===== src/rtl/s_axil_register_slave.sv =====
// s_axil_register_slave: AXI4-Lite register file with byte-strobed writes and registered reads.
// AW and W are captured independently; the write commits when both are held.
module s_axil_register_slave #(
    parameter int S_AXI_DATA_WIDTH = 32,
    parameter int S_AXI_ADDR_WIDTH = 32,
    parameter int NUM_REG          = 16
) (
    input  logic                          ACLK,
    input  logic                          ARESET,
    input  logic [S_AXI_ADDR_WIDTH-1:0]   AWADDR,
    input  logic                          AWVALID,
    output logic                          AWREADY,
    input  logic [S_AXI_DATA_WIDTH-1:0]   WDATA,
    input  logic [S_AXI_DATA_WIDTH/8-1:0] WSTRB,
    input  logic                          WVALID,
    output logic                          WREADY,
    output logic [1:0]                    BRESP,
    output logic                          BVALID,
    input  logic                          BREADY,
    input  logic [S_AXI_ADDR_WIDTH-1:0]   ARADDR,
    input  logic                          ARVALID,
    output logic                          ARREADY,
    output logic [S_AXI_DATA_WIDTH-1:0]   RDATA,
    output logic [1:0]                    RRESP,
    output logic                          RVALID,
    input  logic                          RREADY
);
    localparam int IW = $clog2(NUM_REG);
    localparam int SW = S_AXI_DATA_WIDTH / 8;
    localparam logic [S_AXI_ADDR_WIDTH-1:0] LIMIT = S_AXI_ADDR_WIDTH'(NUM_REG * 4);

    typedef enum logic {W_IDLE, W_RESP} w_state_t;
    typedef enum logic {R_IDLE, R_DATA} r_state_t;

    w_state_t r_wstate, w_wstate_nx;
    r_state_t r_rstate, w_rstate_nx;
    logic [S_AXI_DATA_WIDTH-1:0] r_regs [NUM_REG];
    logic [S_AXI_ADDR_WIDTH-1:0] r_awaddr, w_awaddr;
    logic [S_AXI_DATA_WIDTH-1:0] r_wdata, w_wdata, r_rdata;
    logic [SW-1:0]               r_wstrb, w_wstrb;
    logic [1:0]                  r_bresp, r_rresp;
    logic r_aw_held, r_w_held, r_awready, r_wready, r_arready;
    logic w_aw_hs, w_w_hs, w_ar_hs, w_commit, w_aw_held_nx, w_w_held_nx, w_wr_ok, w_rd_ok;

    assign w_aw_hs      = AWVALID & r_awready;
    assign w_w_hs       = WVALID & r_wready;
    assign w_ar_hs      = ARVALID & r_arready;
    // A channel captured on this very edge is used straight from the bus
    assign w_awaddr     = r_aw_held ? r_awaddr : AWADDR;
    assign w_wdata      = r_w_held ? r_wdata : WDATA;
    assign w_wstrb      = r_w_held ? r_wstrb : WSTRB;
    assign w_commit     = (r_wstate == W_IDLE) & (r_aw_held | w_aw_hs) & (r_w_held | w_w_hs);
    assign w_aw_held_nx = ~w_commit & (r_aw_held | w_aw_hs);
    assign w_w_held_nx  = ~w_commit & (r_w_held | w_w_hs);
    assign w_wr_ok      = w_awaddr < LIMIT;
    assign w_rd_ok      = ARADDR < LIMIT;

    always_ff @(posedge ACLK or negedge ARESET) begin
        if (!ARESET) begin
            r_wstate <= W_IDLE;
            r_rstate <= R_IDLE;
        end else begin
            r_wstate <= w_wstate_nx;
            r_rstate <= w_rstate_nx;
        end
    end

    always_comb begin
        w_wstate_nx = r_wstate;
        w_rstate_nx = r_rstate;
        if (w_commit)
            w_wstate_nx = W_RESP;
        else if (r_wstate == W_RESP && BREADY)
            w_wstate_nx = W_IDLE;
        if (w_ar_hs)
            w_rstate_nx = R_DATA;
        else if (r_rstate == R_DATA && RREADY)
            w_rstate_nx = R_IDLE;
    end

    always_ff @(posedge ACLK or negedge ARESET) begin
        if (!ARESET) begin
            for (int i = 0; i < NUM_REG; i++) r_regs[i] <= '0;
            r_awaddr  <= '0;
            r_wdata   <= '0;
            r_wstrb   <= '0;
            r_aw_held <= 1'b0;
            r_w_held  <= 1'b0;
            r_awready <= 1'b0;
            r_wready  <= 1'b0;
            r_arready <= 1'b0;
            r_bresp   <= 2'b00;
            r_rresp   <= 2'b00;
            r_rdata   <= '0;
        end else begin
            r_aw_held <= w_aw_held_nx;
            r_w_held  <= w_w_held_nx;
            r_awready <= (w_wstate_nx == W_IDLE) & ~w_aw_held_nx;
            r_wready  <= (w_wstate_nx == W_IDLE) & ~w_w_held_nx;
            r_arready <= w_rstate_nx == R_IDLE;
            if (w_aw_hs) r_awaddr <= AWADDR;
            if (w_w_hs) begin
                r_wdata <= WDATA;
                r_wstrb <= WSTRB;
            end
            if (w_commit) begin
                r_bresp <= w_wr_ok ? 2'b00 : 2'b10;
                if (w_wr_ok)
                    for (int b = 0; b < SW; b++)
                        if (w_wstrb[b]) r_regs[w_awaddr[IW+1:2]][8*b +: 8] <= w_wdata[8*b +: 8];
            end
            // Non-blocking read of r_regs yields the pre-write value on a same-edge commit
            if (w_ar_hs) begin
                r_rdata <= w_rd_ok ? r_regs[ARADDR[IW+1:2]] : '0;
                r_rresp <= w_rd_ok ? 2'b00 : 2'b10;
            end
        end
    end

    assign AWREADY = r_awready;
    assign WREADY  = r_wready;
    assign BVALID  = r_wstate == W_RESP;
    assign BRESP   = r_bresp;
    assign ARREADY = r_arready;
    assign RVALID  = r_rstate == R_DATA;
    assign RDATA   = r_rdata;
    assign RRESP   = r_rresp;
endmodule


===== config.mk =====
export PLATFORM = sky130hd
export DESIGN_NAME = s_axil_register_slave
export DESIGN_NICKNAME = d
export VERILOG_FILES = /design/src/rtl/s_axil_register_slave.sv
export SDC_FILE = /design/constraint.sdc
export NUM_CORES = 1
export LEC_CHECK = 0
export ABC_AREA = 0
export CAP_MARGIN = 15
export CORE_MARGIN = 2
export CORE_UTILIZATION = 40
export CTS_BUF_LIST = sky130_fd_sc_hd__clkbuf_16
export DETAILED_ROUTE_END_ITERATION = 12
export DONT_BUFFER_PORTS = 1
export GPL_TIMING_DRIVEN = 1
export SLEW_MARGIN = 5
export SYNTH_ARGS = -nofsm -noshare
export SYNTH_HDL_FRONTEND = slang
export SYNTH_SLANG_ARGS = --single-unit

===== constraint.sdc =====
create_clock -name ACLK -period 3.39 [get_ports ACLK]
set_input_delay 0.1695 -clock ACLK [delete_from_list [all_inputs] [get_ports ACLK]]
set_output_delay 0.1695 -clock ACLK [all_outputs]
set_load 0.01 [all_outputs]

=== Word level (Yosys, flattened, before mapping) ===
Cells that the tools add are included.

* Register bits after elaboration: 623
* Bits in latches: 0
* Memory bits (writable): 0
* ROM bits: 0
* Bits of input ports: 107
* Output and inout bits: 41
* Logic and storage cells: 92
* Memories kept: 0

* Add/subtract/negate cells: 0
* Multiply operators: 0
* Div/mod/pow operators: 0
* Order comparisons: 5
* Equal/unequal tests: 0
* Shift operators: 0
* Muxes and demuxes: 35
* Bitwise logic cells: 19
* Reduce and logical (&&, ||, !) cells: 4

{| class="wikitable"
|+ Operators by type and width
! kind !! number
|-
| $mux 512 || 10
|-
| $bwmux 512 || 4
|-
| $demux 32 s4 || 4
|-
| $mux 32 || 6
|-
| $bmux 32 s4 || 1
|-
| $lt 32x7->1 const B || 2
|-
| $mux 24 || 1
|-
| $mux 16 || 1
|-
| $ge 5x5->1 const B || 2
|-
| $not 4->5 || 2
|-
| $and 1x1->1 || 9
|-
| $mux 8 || 1
|-
| $not 1->1 || 6
|-
| $lt 5x1->1 const B || 1
|-
| $mux 1 || 4
|-
| $mux 2 || 2
|-
| $mux 4 || 1
|-
| $logic_and 1x1->1 || 3
|-
| $or 1x1->1 || 2
|-
| $reduce_and 2->1 || 1
|}

=== Depth between registers and ports, before layout ===
* Depth in word-level cells: 20
* Depth in mapped cells: 8
* Mapped depth without buffers: 5

=== Worst setup path after synthesis ===
Ideal clock, no wire load.

* Path type: reg-to-reg
* Start: register r_wready, in the netlist WREADY
* End: register r_regs[432] in the netlist's numbering
* Data arrival time: 2.093 ns
* Setup slack: 1.169 ns
* Cell stages (with the launch flop): 8
* Path buffers: 2
* Cells stage by stage: dfrtp_1 > and2_1 > buf_4 > nand2_1 > o21ai_2 > buf_4 > nand4_4 > mux2_1

* Cells in the longest elaborated chain, start to end: 4

{| class="wikitable"
|+ RTL lines
! element !! RTL line !! source
|-
| from (decl) || 42 || <nowiki>logic r_aw_held, r_w_held, r_awready, r_wready, r_arready;</nowiki>
|-
| from (signal assigned) || 99 || <nowiki>r_wready <= (w_wstate_nx == W_IDLE) & ~w_w_held_nx;</nowiki>
|-
| $and 1x1->1 || 46 || <nowiki>assign w_w_hs = WVALID & r_wready;</nowiki>
|-
| $or 1x1->1 || 52 || <nowiki>assign w_commit = (r_wstate == W_IDLE) & (r_aw_held | w_aw_hs) & (r_w_held | w_w_hs);</nowiki>
|-
| $and 1x1->1 || 52 ||
|-
| $reduce_and 2->1 (no line) || -- ||
|-
| to (signal, indexed assignment) || 110 || <nowiki>if (w_wstrb[b]) r_regs[w_awaddr[IW+1:2]][8*b +: 8] <= w_wdata[8*b +: 8];</nowiki>
|-
| to (decl) || 37 || <nowiki>logic [S_AXI_DATA_WIDTH-1:0] r_regs [NUM_REG];</nowiki>
|}

Every way passes these cells.
A chain may end at the register's enable or synchronous reset.

=== Worst setup path in the final report ===
* Start: register r_aw_held
* End: register r_regs[2] in the netlist's numbering

* Cells in the longest elaborated chain, start to end: 20
* Elaborated cells between the ends (all ways): 29
* Classes of those cells: order compare: 3; mux: 20; bitwise: 4; reduce/logical: 2

{| class="wikitable"
|+ RTL lines
! element !! RTL line !! source
|-
| from (decl) || 42 ||
|-
| from (signal assigned) || 96 || <nowiki>r_aw_held <= w_aw_held_nx;</nowiki>
|-
| $mux 32 || 49 || <nowiki>assign w_awaddr = r_aw_held ? r_awaddr : AWADDR;</nowiki>
|-
| $not 4->5 (implied by the code) || 110 ||
|-
| $ge 5x5->1 (implied by the code) or $lt 5x1->1 (tied branches) || 110 ||
|-
| $logic_and 1x1->1 (implied by the code) || 110 ||
|-
| $mux 8 (implied by the code) || 110 ||
|-
| $demux 32 s4 || 110 ||
|-
| $bwmux 512 || 110 ||
|-
| $mux 512 || 110 ||
|-
| [... 4 more ...] || -- ||
|-
| $mux 512 || 108 || <nowiki>if (w_wr_ok)</nowiki>
|-
| $mux 512 || 106 || <nowiki>if (w_commit) begin</nowiki>
|-
| $bwmux 512 || 110 ||
|-
| $mux 512 || 110 ||
|-
| $mux 512 || 108 ||
|-
| $mux 512 || 106 ||
|-
| $bwmux 512 || 110 ||
|-
| $mux 512 || 110 ||
|}

Parallel ways exist; a longest one is shown, timed or not. The select of a mux whose other input is x is not followed.

==> flow_summary.ini <==
[power_and_ir_drop]
total_power_after_layout_mw = 17.7
power_frac_comb_pct = 13.8
switching_share_pct = 28.2
max-vdd-ir-drop_mv = 0.439
clkPwrFrac_pct = 40.3
power.static_leakage_nw = 15.9
power-per-cell-area_mw_per_mm2 = 547
seqPwrFrac_pct = 45.9
power_switching_mw = 5.01
p_int_mw = 12.7

[timing]
whs_ns = -0.690
final_worst_path_period_share_pct = 87.3
fin_skew_ns = 0.0283
drv_slew = 419
maxClockFrequency_mhz = 338
grt_setup_unrepaired = false
timing_hold_violations_final = 619
aggregate_negative_setup_slack_ns = 0
slew_at_the_pin_with_the_worst_max_slew_slack_ns = 2.86
final.min_clock_period_ns = 2.96
setup_ws_ns = 0.430
setup_violations = 0
slew_headroom_pct = -90.3

[layout]
final-seq-area_mm2 = 0.0155
antennaDiodeCount = 0
layoutNonFillerInstCount = 2912
num-fill-cells = 6056
multi_input_area_mm2 = 0.0124
area.growth.synth_to_final_pct = 13.9
finish.net_count = 2029
final_layout_size_suffix_gt1_share_pct = 45.3

[global_route]
grt_pass1_vias = 17892
grt.total_usage_pct = 18.9
grt.overflow.total = 0
grt_antenna_before_repair = 0
grt_first_pass_wirelength_um = 107000
pin_count_of_the_biggest_net_entering_global_routing = 620

[clock_network]
clock_insertion_delay_worst_skew_ns = 0.61
htree_levels = 3
post_cts_hold_buffer_count = 79
clock_tree_from_tritoncts = done
clock-root-buffer = sky130_fd_sc_hd__clkbuf_16
cts_post_setup_buffers_inserted = 0
tritoncts.num_buffers = 69
clkSinkCount = 619
ctsLongestPathBuffers = 3
cts.repair.resized = 0
cts.reportedPaths.clkPinSlew_ns = 0.05

[yosys]
yosys_register_bits = 619
synthesized_area_per_cell_um2 = 15.4
synth-seq-area-share_pct = 54.4
synthesis.instances = 1849
synth_cell_type_count = 43
mappedNetlistArea_mm2 = 0.0285
ys_warn_count = 0

[drt]
avgViaCountPerCell = 5.63
firstDrtPassIters = 5
detail_route.drc_violations = 0
detailedRoute.firstIterationViolations = 907
wl_per_cell_um = 23.3
routed-via-count = 16407
wl_um = 67900
count_of_nets_left_with_antenna_violations_after_detail_routing = 0

[placement]
hpwlAfterDp_um = 40800
pre_cts_slack_ns = 0.395
portBuffers = 0
place.gp.congestion = 0.736
place.detailed.instances = 2711

[status]
failing_checks = negative hold slack, max-slew violations
run_status = finished with violations

[die]
die_outline_area_mm2 = 0.0733
fp-row-count = 97
placeableCoreArea_mm2 = 0.0703
initial_core_util_pct = 40.5
chipWidth_um = 271
io-pin-count = 148
dieHeight_um = 271

[setup_path]
timing.reg2reg.worst_path_depth = 5
timing.reg2reg.setup_slack_ns = 0.43
critical_path_peak_fanout = 26
timing.critical_path.required_ns = 3.86
timing.setup.critical_path_class = reg2reg
worst_setup_path_start_kind = flip-flop
r2r_start = r_aw_held
cp-end-kind = flip-flop
critPathArrivalTime_ns = 3.43
r2r-end = r_regs[2]

[hold_path]
holdCritPathClass = in2async

[job]
maxCapViolCount = 0
[worst max-delay path, stage by stage, from the launching register on]
cell	delay, ns
sky130_fd_sc_hd__dfrtp_1	0.58
sky130_fd_sc_hd__nor4b_1	0.28
sky130_fd_sc_hd__nand4_1	0.40
sky130_fd_sc_hd__nand2_4	0.55
sky130_fd_sc_hd__nand4_1	0.54
sky130_fd_sc_hd__mux2_2	0.44
[metal layers]
| layer | vias to the layer above | routed length, µm | global-route usage, % |
|---|---|---|---|
| li1 | 7153 | - | - |
| met1 | 8846 | 31100 | 26.2 |
| met2 | 313 | 32600 | 30.6 |
| met3 | 95 | 2850 | 3.54 |
| met4 | 0 | 1320 | 4.64 |
| met5 | - | 0 | 0 |
[layout make-up]
cell class,instances,area share [%]
sequential,619,47.8
multi-input combinational,1109,38.4
clock buffer,73,5.64
tap,940,3.63
timing repair buffer,119,3.51
clock inverter,48,0.973
inverter,4,0.0463
[Yosys cell counts, drive strengths merged]
| library cell | count | area, µm² |
|---|---|---|
| nand2 | 155 | 582 |
| clkbuf | 78 | 293 |
| nor2 | 21 | 81.3 |
| a31oi | 1 | 6.26 |
| nor3b | 1 | 12.5 |
| nor4b | 2 | 17.5 |
| buf | 40 | 272 |
| a32oi | 2 | 17.5 |
| nand4 | 65 | 1080 |
| o21ai | 6 | 41.3 |
| a22oi | 70 | 554 |
| dfrtp | 619 | 15500 |
| nor2b | 4 | 25.0 |
| nand3 | 9 | 92.6 |
| inv | 4 | 15.0 |
| nand4b | 4 | 35.0 |
| mux2 | 572 | 6440 |
| a22o | 32 | 280 |
| nand3b | 1 | 7.51 |
| or2 | 2 | 12.5 |
| nor3 | 8 | 45.0 |
| mux4 | 128 | 2880 |
| conb | 1 | 3.75 |
| nor4 | 12 | 87.6 |
| a2bb2oi | 1 | 8.76 |
| and2 | 3 | 18.8 |
| a21oi | 8 | 55.1 |
[cells in the final DEF, fill, tap and decap left out, types with 3 or more instances in the layout]
master,synthesis,layout
sky130_fd_sc_hd__dfrtp_1,619,618
sky130_fd_sc_hd__mux2_2,542,542
sky130_fd_sc_hd__nand2_1,155,152
sky130_fd_sc_hd__mux4_2,128,128
sky130_fd_sc_hd__dlygate4sd3_1,0,79
sky130_fd_sc_hd__clkbuf_16,0,73
sky130_fd_sc_hd__a22oi_1,66,66
sky130_fd_sc_hd__nand4_4,36,36
sky130_fd_sc_hd__buf_4,12,36
sky130_fd_sc_hd__a22o_1,32,32
sky130_fd_sc_hd__mux2_1,30,30
sky130_fd_sc_hd__nand4_2,21,21
sky130_fd_sc_hd__inv_1,4,19
sky130_fd_sc_hd__nor2_1,20,15
sky130_fd_sc_hd__clkinv_1,0,14
sky130_fd_sc_hd__nor4_1,10,10
sky130_fd_sc_hd__clkinv_2,0,10
sky130_fd_sc_hd__nand4_1,8,8
sky130_fd_sc_hd__nor3_1,7,7
sky130_fd_sc_hd__a21oi_1,4,4
sky130_fd_sc_hd__a21oi_2,4,4
sky130_fd_sc_hd__nand3_1,4,4
sky130_fd_sc_hd__nor2_2,1,4
sky130_fd_sc_hd__nand4b_1,4,4
sky130_fd_sc_hd__o21ai_0,3,3
sky130_fd_sc_hd__nand3_4,3,3
sky130_fd_sc_hd__a22oi_2,3,3
sky130_fd_sc_hd__bufinv_16,0,3
sky130_fd_sc_hd__buf_12,0,3
[state kept, by name, summed over array words and instances, names as in the netlist]
| signal | flops |
|---|---|
| r_regs | 512 |
| RDATA | 32 |
| r_wdata | 32 |
| r_awaddr | 30 |
| r_wstrb | 4 |
| ARREADY | 1 |
| AWREADY | 1 |
| BRESP | 1 |
| BVALID | 1 |
| RRESP | 1 |
| RVALID | 1 |
| WREADY | 1 |
| r_aw_held | 1 |
| r_w_held | 1 |
[cells by family (layout without fill, tap and decap cells)]
kind of cell    after synthesis  in the layout  synth area share, %
compound gates              120            120                 3.39
simple gates                287            287                 7.36
other cells                   1              2               0.0132
mux                         700            700                 32.8
flops                       619            619                 54.4
buf+inv                     122            244                 2.04
[worst max-delay path by stage]
stage	depth (start not counted)	endpoint	slack, ns	start
finish	5	r_regs[2]	0.43	r_aw_held
global route	5	r_regs[5]	0.17	r_aw_held
CTS	5	r_regs[2]	0.38	r_aw_held
detailed placement	5	r_regs[7]	0.39	r_aw_held
global placement	5	r_regs[7]	0.48	r_aw_held
floorplan	7	r_regs[432]	1.17	WREADY
[metrics by stage]
stage | hold slack (ns) | util [%] | area, µm²
after floorplan | -0.126 | - | 28500
after global placement | -0.0705 | 41.9 | 29500
after detailed placement | -0.0675 | 41.9 | 29500
after CTS | -0.697 | 46.1 | 32400
after global routing | -0.718 | 46.1 | 32400
final | -0.690 | 46.1 | 32400
[power by group through the flow]
stage               Sequential [mW]  Combinational, mW  Clock, mW
finish                         8.14               2.44       7.14
global route                   8.18               2.67       7.63
CTS                            8.12               2.44       7.30
detailed placement             8.25               2.33          0
global placement               8.22               2.25          0
floorplan                      8.12               1.83          0
(Power assumes the default switching activity.)
